--- src/rtl/cpu_types_pkg.sv ---
// Shared CPU types: machine word, JumpSel encodings and the fetch-side state enum.
package cpu_types_pkg;

    typedef logic [31:0] word_t;

    localparam logic [1:0] JSEL_SEQ  = 2'b00;
    localparam logic [1:0] JSEL_JUMP = 2'b01;
    localparam logic [1:0] JSEL_JR   = 2'b10;

    typedef enum logic [1:0] {
        FETCH,
        DATA,
        HALTED
    } fetch_state_t;

    function automatic logic branchTaken(input logic beq, input logic bne, input logic zero);
        return (beq & zero) | (bne & ~zero);
    endfunction

endpackage

--- src/rtl/next_pc_logic.sv ---
// Combinational next-PC selection: sequential, branch, J/JAL target or JR register.
module next_pc_logic
    import cpu_types_pkg::*;
(
    input  word_t       pc,
    input  logic [25:0] instrIndex,
    input  logic [1:0]  jumpSel,
    input  logic        beq,
    input  logic        bne,
    input  logic        zero,
    input  word_t       rsData,
    output word_t       pcPlus4,
    output word_t       nextPc
);

    word_t branchOffset;
    word_t branchTarget;

    assign pcPlus4      = pc + 32'd4;
    assign branchOffset = {{14{instrIndex[15]}}, instrIndex[15:0], 2'b00};
    assign branchTarget = pcPlus4 + branchOffset;

    // JumpSel 11 falls into the default arm and behaves like sequential/branch.
    always_comb begin
        nextPc = pcPlus4;
        case (jumpSel)
            JSEL_JUMP: nextPc = {pcPlus4[31:28], instrIndex, 2'b00};
            JSEL_JR:   nextPc = rsData;
            default:   nextPc = branchTaken(beq, bne, zero) ? branchTarget : pcPlus4;
        endcase
    end

endmodule

--- src/rtl/fetch_request_unit.sv ---
// Instruction-side front end: owns the PC, issues imem reads and sequences dmem requests.
module fetch_request_unit
    import cpu_types_pkg::*;
#(
    parameter word_t PC_INIT = 32'h0000_0000
) (
    input  logic        CLK,
    input  logic        nRST,
    input  logic        ihit,
    input  logic        dhit,
    input  logic [31:0] imemload,
    input  logic [1:0]  JumpSel,
    input  logic        BEQ,
    input  logic        BNE,
    input  logic        zero,
    input  logic        halt,
    input  logic        dREN,
    input  logic        dWEN,
    input  logic [31:0] rs_data,
    output logic [31:0] imemaddr,
    output logic        imemREN,
    output logic        dmemREN,
    output logic        dmemWEN,
    output logic [31:0] instr,
    output logic [31:0] pc_plus4,
    output logic        halted
);

    fetch_state_t state, stateNext;
    word_t        pc, pcNext;
    word_t        instrQ, instrQNext;
    logic         drenQ, drenQNext;
    logic         dwenQ, dwenQNext;
    logic         haltedQ, haltedQNext;
    word_t        nextPc;

    next_pc_logic uNextPc (
        .pc         (pc),
        .instrIndex (instr[25:0]),
        .jumpSel    (JumpSel),
        .beq        (BEQ),
        .bne        (BNE),
        .zero       (zero),
        .rsData     (rs_data),
        .pcPlus4    (pc_plus4),
        .nextPc     (nextPc)
    );

    always_ff @(posedge CLK or negedge nRST) begin
        if (!nRST) begin
            state   <= FETCH;
            pc      <= PC_INIT;
            instrQ  <= '0;
            drenQ   <= 1'b0;
            dwenQ   <= 1'b0;
            haltedQ <= 1'b0;
        end else begin
            state   <= stateNext;
            pc      <= pcNext;
            instrQ  <= instrQNext;
            drenQ   <= drenQNext;
            dwenQ   <= dwenQNext;
            haltedQ <= haltedQNext;
        end
    end

    // The PC only advances on the edge that retires an instruction: ihit for
    // plain instructions, dhit for loads/stores (which hold the PC through DATA).
    always_comb begin
        stateNext   = state;
        pcNext      = pc;
        instrQNext  = instrQ;
        drenQNext   = drenQ;
        dwenQNext   = dwenQ;
        haltedQNext = haltedQ;
        imemREN     = 1'b0;
        dmemREN     = 1'b0;
        dmemWEN     = 1'b0;
        instr       = instrQ;

        case (state)
            FETCH: begin
                imemREN = 1'b1;
                instr   = imemload;
                if (ihit) begin
                    if (halt) begin
                        stateNext   = HALTED;
                        haltedQNext = 1'b1;
                    end else if (dREN || dWEN) begin
                        stateNext  = DATA;
                        instrQNext = imemload;
                        drenQNext  = dREN & ~dWEN;
                        dwenQNext  = dWEN;
                    end else begin
                        pcNext = nextPc;
                    end
                end
            end
            DATA: begin
                dmemREN = drenQ & ~dwenQ;
                dmemWEN = dwenQ;
                if (dhit) begin
                    pcNext    = nextPc;
                    stateNext = FETCH;
                end
            end
            HALTED: begin
                stateNext = HALTED;
            end
            default: begin
                stateNext = FETCH;
            end
        endcase
    end

    assign imemaddr = pc;
    assign halted   = haltedQ;

endmodule

--- config.mk ---
export PLATFORM = sky130hd
export DESIGN_NAME = fetch_request_unit
export DESIGN_NICKNAME = d
export VERILOG_FILES = /design/src/rtl/cpu_types_pkg.sv /design/src/rtl/next_pc_logic.sv /design/src/rtl/fetch_request_unit.sv
export SDC_FILE = /design/constraint.sdc
export NUM_CORES = 1
export LEC_CHECK = 0
export BUFFER_PORTS_ARGS = -buffer_cell sky130_fd_sc_hd__buf_2
export CAP_MARGIN = 20
export CORE_ASPECT_RATIO = 0.75
export CORE_MARGIN = 4
export CORE_UTILIZATION = 35
export CTS_CLUSTER_SIZE = 10
export DETAILED_ROUTE_END_ITERATION = 7
export GPL_TIMING_DRIVEN = 0
export PLACE_DENSITY = 0.68
export SYNTH_ARGS = -nofsm -noshare
export SYNTH_HDL_FRONTEND = slang
export SYNTH_SLANG_ARGS = --single-unit
export TNS_END_PERCENT = 10
--- constraint.sdc ---
create_clock -name CLK -period 4.6 [get_ports CLK]
set_clock_uncertainty 0.15 [all_clocks]
set_input_delay 0.92 -clock CLK [delete_from_list [all_inputs] [get_ports CLK]]
set_output_delay 0.92 -clock CLK [all_outputs]
set_load 0.01 [all_outputs]
# After elaboration in Yosys (flattened, before gate mapping)
# Cells that the tools add are included.
[op_classes]
div = 0
bitwise = 9
n_eq_ne = 9
add_sub_neg = 2
n_shift = 0
n_reduce_logical = 7
n_mul = 0
muxes = 16
magnitude_cmp = 0
[ops]
columns = ["cell", "count"]
rows = [
  ["$mux 32", 6],
  ["$pmux 32 s2", 2],
  ["$add 32x3->32 const B", 1],
  ["$add 32x32->32", 1],
  ["$mux 2", 4],
  ["$ne 2x2->1 const B", 4],
  ["$pmux 2 s3", 1],
  ["$reduce_and 3->1", 2],
  ["$reduce_and 5->1", 1],
  ["$and 1x1->1", 4],
  ["$eq 2x1->1 const B", 2],
  ["$eq 2x2->1 const B", 2],
  ["$not 1->1", 4],
  ["$reduce_and 4->1", 1],
  ["$mux 1", 3],
  ["$ne 3x3->1 const B", 1],
  ["$logic_not 2->1", 1],
  ["$reduce_bool 2->1", 1],
  ["$logic_or 1x1->1", 1],
  ["$or 1x1->1", 1],
]
[word_totals]
word_cells = 49
memories = 0
latch_bits = 0
mem_bits_ro = 0
regBits = 69
ramBits = 0

# Longest topological paths before layout
[logic_depth]
word_depth = 9
ltp_mapped = 16
mapped_depth_nobuf = 15

# By module
# A second synthesis with hierarchy kept.
[unflattened]
cells_unflattened = 644
area_unflattened_um2 = 6216.0
[by_module_without_submodules]
columns = ["mod", "instances", "seq_area_each_um2", "cells_per_inst", "area_per_inst_um2"]
rows = [
  ["fetch_request_unit", 1, 1726.7, 191, 3150.5],
  ["next_pc_logic", 1, 0.0, 453, 3065.4],
]

# Worst setup path before layout
# OpenSTA, ideal clock, no wires.
[synth_timing]
kind = "register to register"
start = "register state[1]"
end = "register pc[30], in the netlist imemaddr[30]"
setup_time_ns = 0.135
path_buffers = 2
period_less_slack_ns = 3.811
path_stages_with_launch = 16
arrival_time_ns = 3.525
setup_slack_ns = 0.789
path_cell_list = "dfrtp_1 -> clkbuf_1 -> nor2_1 -> clkbuf_1 -> mux2_2 -> ha_1 -> inv_1 -> fa_1 -> nor2b_1 -> o31ai_2 -> a211oi_1 -> o31a_1 -> o21a_1 -> a22o_1 -> o2111ai_1 -> nand4b_1"
[synth_via]
elab_chain_len = 9
word_cells_on_any_way = 17
cone_classes = "1 x add/sub; 5 x eq/ne; 8 x mux; 3 x reduce/logical"
[synth_lines]
columns = ["element", "line_no", "text"]
rows = [
  ["start, declared", "fetch_request_unit.sv:29", "fetch_state_t state, stateNext;"],
  ["start signal, assigned", "fetch_request_unit.sv:58", "state <= stateNext;"],
  ["$logic_not 2->1 (*)", "fetch_request_unit.sv:81", "case (state)"],
  ["$mux 32 (*)", "fetch_request_unit.sv:81", ""],
  ["net instr[0]", "fetch_request_unit.sv:24", "output logic [31:0] instr,"],
  ["$add 32x32->32 (*)", "next_pc_logic.sv:21", "assign branchTarget = pcPlus4 + branchOffset;"],
  ["$mux 32 (*)", "next_pc_logic.sv:29", "default: nextPc = branchTaken(beq, bne, zero) ? branchTarget : pcPlus4;"],
  ["$pmux 32 s2 (*)", "next_pc_logic.sv:26", "case (jumpSel)"],
  ["$mux 32", "fetch_request_unit.sv:89", "end else if (dREN || dWEN) begin"],
  ["$mux 32", "fetch_request_unit.sv:86", "if (halt) begin"],
  ["$mux 32", "fetch_request_unit.sv:85", "if (ihit) begin"],
  ["$pmux 32 s2 (*)", "fetch_request_unit.sv:81", ""],
  ["end signal, assigned", "fetch_request_unit.sv:59", "pc <= pcNext;"],
  ["end, declared", "fetch_request_unit.sv:30", "word_t pc, pcNext;"],
]
# The timed path passes the listed nets; every way through them passes the cells marked *. The select of a mux whose other input is x is not followed.
# A chain may end at the register's enable or synchronous reset.

# Worst setup path in the final report
[layout_timing]
start = "register state[1]"
end = "register pc[30], in the netlist imemaddr[30]"
[layout_via]
elab_chain_len = 9
word_cells_on_any_way = 17
cone_classes = "1 x add/sub; 5 x eq/ne; 8 x mux; 3 x reduce/logical"
[layout_lines]
columns = ["element", "line_no"]
rows = [
  ["$logic_not 2->1", "fetch_request_unit.sv:81"],
  ["$mux 32", "fetch_request_unit.sv:81"],
  ["$add 32x32->32", "next_pc_logic.sv:21"],
  ["$mux 32", "next_pc_logic.sv:29"],
  ["$pmux 32 s2", "next_pc_logic.sv:26"],
  ["$mux 32", "fetch_request_unit.sv:89"],
  ["$mux 32", "fetch_request_unit.sv:86"],
  ["$mux 32", "fetch_request_unit.sv:85"],
  ["$pmux 32 s2", "fetch_request_unit.sv:81"],
]
# Several ways; a longest one is shown, not always the timed one. The select of a mux whose other input is x is not followed.

==> metrics.cfg <==
[run_status]
outcome = finished clean

[clock_tree]
cts_buffers = 9
clk_latency_ns = 0.35
clk_pin_slew_ns = 0.06
cts_tree = built
htreeDepth = 3
cts_root_buffer = clkbuf_16
cts.sinks = 69
post_cts_buffers = 0
clockBufferDepth = 2

[pwr]
power.leakage_nw = 3.555
power.total_mw = 5.793
combinationalPowerShare = 0.662
p_seq_frac = 0.200
power.internal_mw = 2.973
p_switching_mw = 2.820
p_sw_frac = 0.4868
power_density_nw_per_um2 = 767.8
ir_drop_mv = 0.2364
clkPwrFrac = 0.138

[yosys]
ys_top_cells_by_area = dfrtp_1, mux2_2, ha_1
synth_top_area_frac = 0.2872
synthArstFlopShare = 1.000
synthDistinctLibCells = 68
synth_edf_count = 0
ys_seq_area_frac = 0.2872
synth_area_leader_cell = dfrtp_1
synthCells = 674
syn-num-nets = 785
ys_ff_latch = 69
yosysWarningCount = 0
ys.flop_type = dfrtp_1
syn_area_per_cell_um2 = 8.920
syn_area_um2 = 6012

[die]
rows = 41
die_h_um = 121.5
initial_utilization = 0.3573
die_width_um = 159.3
pin_count = 176
dieArea_um2 = 19360
core_um2 = 16830

[sta]
slew_violations = 0
fin_crit_sh = 0.9519
max_freq_mhz = 228.4
finalHoldViolations = 0
setup_tns_ns = 0
rsz0062_at_grt = no
worst_slew_pin_slew_ns = 0.9517
period_minus_slack_ns = 4.379
setup_ws_ns = 0.2212
setup_viol = 0
maxSlewHeadroom = 0.3607

[critical_path]
cp.buffers_inverters = 2
worstPathArrival_ns = 4.45
crit_required_ns = 4.67
critPathKind = register to register
slowest_stage = a2111oi_1
critPathLaunchType = register
path_delay_family = compound AO/OA/AOI/OAI gates
path_cells = clkbuf_1 -> nor2_2 -> buf_2 -> mux2_2 -> ha_1 -> a2111oi_1 -> a211oi_1 -> o31a_1 -> o21a_1 -> a22o_1 -> o2111ai_1 -> nand4b_1
cp_max_fo = 10
critPathMaxStageDelay_ns = 0.52
end_kind = register

[routing]
final_antenna_net_count = 0
avgViaCountPerCell = 5.944
drt_wl_total_um = 24020
vias = 6426
firstDrtPassIters = 5
drc = 0
initialDrtViolationCount = 628
wl_per_cell_um = 22.22

[cells_and_area]
fillers = 1689
drive_gt1_frac = 0.3326
area_delta_synth_final_pct = 25.49
antenna_cells = 0
nNetsFinal = 972

[worst_hold_path]
hp-class = input port to asynchronous set/reset pin

[global_route]
gr-total-overflow = 0
antenna_found_initial = 0
grt_usage = 0.2428
grt_pass1_vias = 6233
grt_max_degree = 57
grt_pass1_wl_um = 36330

[flow_run]
cap_violations = 0

[placed_design]
hpwl_um = 18520
portBuffers = 175
place_congestion = 0.9669
place_ws_ns = 0.1361

==> cells in the mapped netlist, drive strengths merged, types with 9 or more instances <==
master,number
dfrtp,69
and3,18
xnor2,29
and2,9
a21o,20
nand2,48
o21ai,31
a221oi,16
xor2,18
nor2,46
clkbuf,33
mux2,68
buf,9
a21oi,58
ha,34
nand4,9
inv,13
nand3,24
==> placed cells by master (no fill, tap or decap), drive strengths merged, types with 5 or more instances in the layout <==
cell type / synthesis / layout
o31ai: 6 / 6
mux2i: 5 / 5
o21ai: 31 / 31
or4: 5 / 5
a31oi: 5 / 5
a21o: 20 / 20
nor2b: 7 / 7
inv: 13 / 16
a211oi: 6 / 6
a22oi: 6 / 6
and2: 9 / 9
o22ai: 7 / 7
and3: 18 / 18
mux2: 68 / 68
a221o: 7 / 7
xnor2: 29 / 29
a221oi: 16 / 16
nand2: 48 / 48
nor2: 46 / 46
a311oi: 5 / 5
a21oi: 58 / 58
nor3: 7 / 7
nand4: 9 / 9
clkbuf: 33 / 42
nand3: 24 / 24
o21a: 5 / 5
dfrtp: 69 / 69
ha: 34 / 34
buf: 9 / 185
xor2: 18 / 18
==> layout make-up <==
type	count	area, µm²	area share
multi-input combinational	550	4089	0.5420
sequential	69	1727	0.2289
timing repair buffer	176	905.9	0.1201
tap	215	269.0	0.03566
clock buffer	9	225.2	0.02985
buffer	42	173.9	0.02305
clock inverter	7	106.4	0.01410
inverter	13	48.80	0.006468
==> registers in the layout (all words and copies together), names as in the netlist <==
| register | flops |
|---|---|
| instrQ | 32 |
| state | 2 |
| drenQ | 1 |
| imemaddr | 32 |
| halted | 1 |
| dwenQ | 1 |
==> per-stage QoR <==
step | instance area, µm² | cells | hold WS (ns) | util
floorplan | 6012 | 674 | 0.3267 | -
global placement | 7157 | 1064 | 0.2981 | 0.4253
detailed placement | 7187 | 1065 | 0.3008 | 0.4271
CTS | 7518 | 1081 | 0.2730 | 0.4468
global route | 7545 | 1081 | 0.2787 | 0.4484
finish | 7545 | 1081 | 0.2701 | 0.4484
==> final timing paths <==
check	start	slack, ns	depth (start not counted)	endpoint
hold / removal	nRST	0.27	1	instrQ[30]
hold reg to reg	halted	0.32	1	halted
max in group asynchronous	nRST	3.46	2	imemaddr[21]
setup reg to reg	state[1]	0.22	12	imemaddr[30]
min in group CLK	halted	0.32	1	halted
setup / recovery	state[1]	0.22	12	imemaddr[30]
==> power groups by stage <==
stage	Clock (mW)	Combinational, mW	Sequential [mW]
6_report	0.801	3.83	1.16
5_1_grt	0.830	4.16	1.21
3_3_place_gp	0	3.71	1.15
4_1_cts	0.808	3.75	1.15
2_1_floorplan	0	2.56	1.14
3_5_place_dp	0	3.72	1.16
==> routing by layer <==
metal  global-route usage  wire length [µm]  share of wire  vias up
li1                     -                 -              -     2917
met1               0.3492             11090           0.46     3117
met2               0.3621             10140           0.42      357
met3              0.06418              2347          0.098       35
met4              0.06558               440          0.018        0
met5                    0                 0              0        -
==> what timing repair did <==
item	4_1_cts	5_1_grt
endpoints found under the setup margin	0	10
hold buffers	0	0
resized for setup	0	7
==> logic make-up (layout without fill, tap and decap cells) <==
family | count (synthesis) | count (layout) | share of synthesized area
AOI/OAI and AO/OA | 201 | 201 | 0.2258
and+or+nand+nor | 194 | 194 | 0.1688
muxes | 73 | 73 | 0.1357
DFF | 69 | 69 | 0.2872
buffers and inverters | 55 | 247 | 0.03684
xor gates and xnor gates | 47 | 47 | 0.07159
adders and majority gates | 35 | 35 | 0.07409
Note: power is estimated with default switching activity, not from simulation.
